===== src/rtl/food_spawner.sv =====
`default_nettype none
// +---------------------------------------------------------------------------+
// | food_spawner: rejection-sampling food placer over a GRID_W x GRID_H grid. |
// | Optional FOOD_RETRY_LIMIT_EN bounds the search to MAX_TRIES rejections.   |
// | Revision: 1.0                                                             |
// +---------------------------------------------------------------------------+
module food_spawner #(
  parameter int GRID_W    = 40,
  parameter int GRID_H    = 30,
  parameter int MAX_TRIES = 64
) (
  input  logic        clk,
  input  logic        rst_n,
  input  logic [15:0] random_num,
  input  logic        spawn_req,
  output logic        occ_req,
  output logic [5:0]  occ_x,
  output logic [4:0]  occ_y,
  input  logic        occ_ack,
  input  logic        occ_hit,
  output logic [5:0]  food_x,
  output logic [4:0]  food_y,
  output logic        food_valid,
  output logic        busy,
  output logic        spawn_fail
);

  if (GRID_W < 1 || GRID_W > 64 || GRID_H < 1 || GRID_H > 32 ||
      MAX_TRIES < 1 || MAX_TRIES > 127) begin : g_bad_params
    $error("food_spawner: parameter out of legal range");
  end

  typedef enum logic [2:0] {
    IDLE   = 3'd0,
    SAMPLE = 3'd1,
    CHECK  = 3'd2,
    QUERY  = 3'd3,
    DONE   = 3'd4
  } state_t;

  localparam logic [6:0] X_LIMIT = 7'(GRID_W);
  localparam logic [5:0] Y_LIMIT = 6'(GRID_H);

  state_t     state;
  state_t     state_nxt;
  logic [5:0] cand_x;
  logic [4:0] cand_y;
  logic       in_range;
  logic       reject;
  logic       give_up;
  logic       accept;
  logic       unused_rand;

  // Only the x field [5:0] and y field [12:8] of the random word are used.
  assign unused_rand = ^{random_num[15:13], random_num[7:6]};

  assign in_range = ({1'b0, cand_x} < X_LIMIT) && ({1'b0, cand_y} < Y_LIMIT);
  assign accept   = (state == QUERY) && occ_ack && !occ_hit;
  assign reject   = ((state == CHECK) && !in_range) ||
                    ((state == QUERY) && occ_ack && occ_hit);

`ifdef FOOD_RETRY_LIMIT_EN
  localparam logic [6:0] TRY_LIMIT = 7'(MAX_TRIES);

  logic [6:0] tries;
  logic       fail_pulse;

  assign give_up = reject && ((tries + 7'd1) == TRY_LIMIT);

  // Held at zero while idle so every search starts from a clean count.
  always_ff @(posedge clk) begin
    if (!rst_n) begin
      tries      <= 7'd0;
      fail_pulse <= 1'b0;
    end else begin
      fail_pulse <= give_up;
      if (state == IDLE) begin
        tries <= 7'd0;
      end else if (reject) begin
        tries <= tries + 7'd1;
      end
    end
  end

  assign spawn_fail = fail_pulse;
`else
  assign give_up    = 1'b0;
  assign spawn_fail = 1'b0;
`endif

  always_ff @(posedge clk) begin
    if (!rst_n) begin
      state <= IDLE;
    end else begin
      state <= state_nxt;
    end
  end

  always_comb begin
    state_nxt = state;
    case (state)
      IDLE: begin
        if (spawn_req) begin
          state_nxt = SAMPLE;
        end
      end
      SAMPLE: begin
        state_nxt = CHECK;
      end
      CHECK: begin
        if (in_range) begin
          state_nxt = QUERY;
        end else begin
          state_nxt = give_up ? IDLE : SAMPLE;
        end
      end
      QUERY: begin
        if (occ_ack) begin
          if (occ_hit) begin
            state_nxt = give_up ? IDLE : SAMPLE;
          end else begin
            state_nxt = DONE;
          end
        end
      end
      DONE: begin
        state_nxt = IDLE;
      end
      default: begin
        state_nxt = IDLE;
      end
    endcase
  end

  // Food is written on the accepting edge so it is already valid in DONE.
  always_ff @(posedge clk) begin
    if (!rst_n) begin
      cand_x <= 6'd0;
      cand_y <= 5'd0;
      food_x <= 6'd0;
      food_y <= 5'd0;
    end else begin
      if (state == SAMPLE) begin
        cand_x <= random_num[5:0];
        cand_y <= random_num[12:8];
      end
      if (accept) begin
        food_x <= cand_x;
        food_y <= cand_y;
      end
    end
  end

  assign occ_req    = (state == QUERY);
  assign occ_x      = cand_x;
  assign occ_y      = cand_y;
  assign food_valid = (state == DONE);
  assign busy       = (state != IDLE);

endmodule
`default_nettype wire


===== config.mk =====
export PLATFORM = sky130hd
export DESIGN_NAME = food_spawner
export DESIGN_NICKNAME = d
export VERILOG_FILES = /design/src/rtl/food_spawner.sv
export SDC_FILE = /design/constraint.sdc
export NUM_CORES = 1
export LEC_CHECK = 0
export ABC_AREA = 1
export CAP_MARGIN = 20
export CORE_AREA = 2 2 52 54
export DETAILED_ROUTE_END_ITERATION = 10
export DIE_AREA = 0 0 54 56
export MAX_ROUTING_LAYER = met4
export PLACE_DENSITY = 0.8
export SLEW_MARGIN = 20
export SYNTH_ARGS = -nofsm -noshare
export SYNTH_HDL_FRONTEND = slang
export SYNTH_SLANG_ARGS = --single-unit

===== constraint.sdc =====
create_clock -name clk -period 2 [get_ports clk]
set_input_delay 0.3 -clock clk [delete_from_list [all_inputs] [get_ports clk]]
set_output_delay 0.3 -clock clk [all_outputs]
set_load 0.02 [all_outputs]

==> key figures <==
STA
  – Fin crit period: between 1500 and 2000 ps
  – Achievable Freq: approximately 0.5 GHz
  – Crit share post-route: 0.9701
  – Clk_skew: around 12 ps
  – Setup TNS: 0 ps
  – Max-slew violations: 0
  – Final hold viol count: 0
  – Hold WS: between 400 and 500 ps
  – Final setup fails: 0
  – Unrepaired setup endpoints after global routing: false

Yosys
  – Main flop type after synthesis: dfxtp_1
  – Synth Area per Inst: between 7 and 8 um^2
  – Most common cell in the synthesized netlist: nor2_1
  – Largest cells by area after synthesis: dfxtp_1, nor2_1, nand2_1, nand3_1, a21oi_1
  – FF+latch count, synth: 25
  – Yosys cell types: 20
  – Post-Syn Area: between 1000 and 1500 um^2
  – Synth top area share: 0.4981
  – Seq/Total Area, Yosys: 0.4981
  – Synth cell count leaders: nor2_1, dfxtp_1, nand2_1
  – Post-Syn Instances: between 100 and 150
  – Largest area contributor in the netlist: dfxtp_1
  – Async set or reset register ratio after synthesis: 0
  – Syn_nets: ~160
  – EDFF count, synth: 0
  – Yosys Warn Count: 0

Worst setup path
  – Critical path data required time: 1700 ps
  – Worst Path Arrival: about 1600 ps
  – R2R Path End: occ_y[4]
  – R2R depth: 6
  – R2R Path Start: state[0]
  – Setup slack, reg-to-reg: approximately 540 ps
  – Crit path max fanout: 6
  – Crit Path Class: reg -> out
  – Crit end category: output port
  – Startpoint Class: register

Routing
  – Post-route DRC violation count: 0
  – First-pass iteration count of the detailed router: 4
  – Via density: just under 5
  – DR iter-0 viols: 15
  – DR WL/cell: 12.08 um
  – DRT Wirelength: 2.452 mm
  – Routed vias: between 900 and 1000
  – Antenna-violating nets left: 0

Final layout
  – Layout area overhead: 43.09%
  – N_diodes: 0
  – Layout cells sized above 1: 0.06358
  – Nets: between 150 and 200
  – Design area: around 1400 um^2

Clocking
  – Hold Buf Count CTS: 0
  – Worst-path clk slew: ~130 ps
  – Num CTS Buffers: 3
  – Root Buffer: clkbuf_4
  – Clock Sinks: 25
  – Worst-Skew Late Latency: around 320 ps
  – CTS tree: done
  – Clock Path Buffers: 2
  – CTS H-Tree Depth: 1

Worst hold path
  – Hold wc startpoint: food_y[0]
  – Hold path endpoint: food_y[0]
  – Min-Delay Path Class: reg -> reg
  – Hold Path Depth: 2

Global routing
  – Global Route Usage Sum: 0.1754
  – Initial antenna violation count: 0
  – Number of global-route vias before repair: ~880
  – Pin count of the biggest net entering global routing: 15
  – Total global routing overflow: 0
  – First-pass GRT wire length: ~3.9 mm

Floorplan
  – DIE HEIGHT: ~56 um
  – IO Pins: 47
  – Die outline area: 3024 um^2
  – Starting density of the core: 0.4131
  – Placeable Area: between 2000 and 2500 um^2
  – Die width: roughly 54 um
  – FP Rows: 18

Placement
  – Placed cell areas: ~1400 um^2
  – Hpwl dp: between 1.5 and 2 mm
  – GP Congestion: 0.8148
  – PortBufs: 40

Power and ir drop
  – Lkg Pwr: between 0.5 and 0.6 nW
  – Total power: 0.001009 W
  – Maximum VDD drop: about 0.35 mV
  – Power per standard cell area: 701.8 nW/um^2

Run
  – Max_cap viols: 0

Status
  – Outcome: finished, final reports clean
[registers in the layout (all words and copies together), names as in the netlist]
| name | cells |
|---|---|
| food_y | 5 |
| occ_y | 5 |
| state | 3 |
| occ_x | 6 |
| food_x | 6 |
[worst max path at each step]
stage / start / endpoint / cells after the start
after floorplan: state[2] / food_valid / 3
after global placement: state[2] / food_valid / 3
after detailed placement: state[2] / food_valid / 3
after CTS: state[2] / food_valid / 3
after global routing: state[1] / occ_req / 3
final: state[1] / occ_req / 3
[cells in the final DEF, fill, tap and decap left out, types with 2 or more instances in the layout]
cell type,synthesis,routed
nand2_2,2,2
buf_4,3,3
a21oi_1,12,12
inv_1,7,7
nand3_1,13,13
o21ai_1,6,6
dfxtp_1,25,25
o21ai_0,6,6
nand2_1,22,22
clkdlybuf4s50_1,0,39
clkbuf_4,0,3
nor2_1,26,26
[power by group]
| group | switching, W | internal [W] | leakage [nW] |
|---|---|---|---|
| registers | 0.0000307 | 0.000527 | 0.203 |
| logic | 0.000116 | 0.000108 | 0.360 |
| clock network | 0.000152 | 0.0000749 | 0.0177 |
| total | 0.000299 | 0.000710 | 0.581 |
[cells by family (layout without fill, tap and decap cells)]
| group | after synthesis | count (layout) | synth area share |
|---|---|---|---|
| AOI/OAI and AO/OA | 25 | 25 | 0.1270 |
| buffers and inverters | 17 | 56 | 0.09090 |
| DFF | 25 | 25 | 0.4981 |
| other | 1 | 1 | 0.003732 |
| and+or+nand+nor | 66 | 66 | 0.2802 |
[layout make-up]
cell class              count  area (um^2)
clock inverters             1        5.005
clock buffers               3        22.52
flip-flops and latches     25        500.5
inverters                   9        33.78
well taps                  30        37.54
multi-input cells          92        412.9
fillers                   228        994.7
repair buffers             43        425.4
[layer usage]
| layer | global-route usage | part of all wire | routed length (um) |
|---|---|---|---|
| met5 | - | 0 | 0 |
| met4 | 0.08571 | 0.019 | 46 |
| met3 | 0.01882 | 0.048 | 117 |
| met2 | 0.2822 | 0.48 | 1183 |
| met1 | 0.2124 | 0.45 | 1104 |
[stage by stage]
step             util  worst slack (ps)  cells
2_1_floorplan       -             508.1    134
3_5_place_dp   0.5787             405.1    199
3_3_place_gp   0.5787             446.4    199
5_1_grt        0.5910             11.38    203
6_report       0.5910             59.88    203
4_1_cts        0.5900             37.29    203
[repair_timing]
action	in CTS	in global routing
gates resized for setup	0	1
hold endpoints to repair	0	0
setup endpoints to repair	0	1
setup buffers	0	0
[worst max-delay path, stage by stage (launching register included)]
cell and delay, ps:
dfxtp_1 480, nand2_2 110, nor2_4 120, clkdlybuf4s50_1 610
No activity file was read; power rests on OpenSTA's default activity.
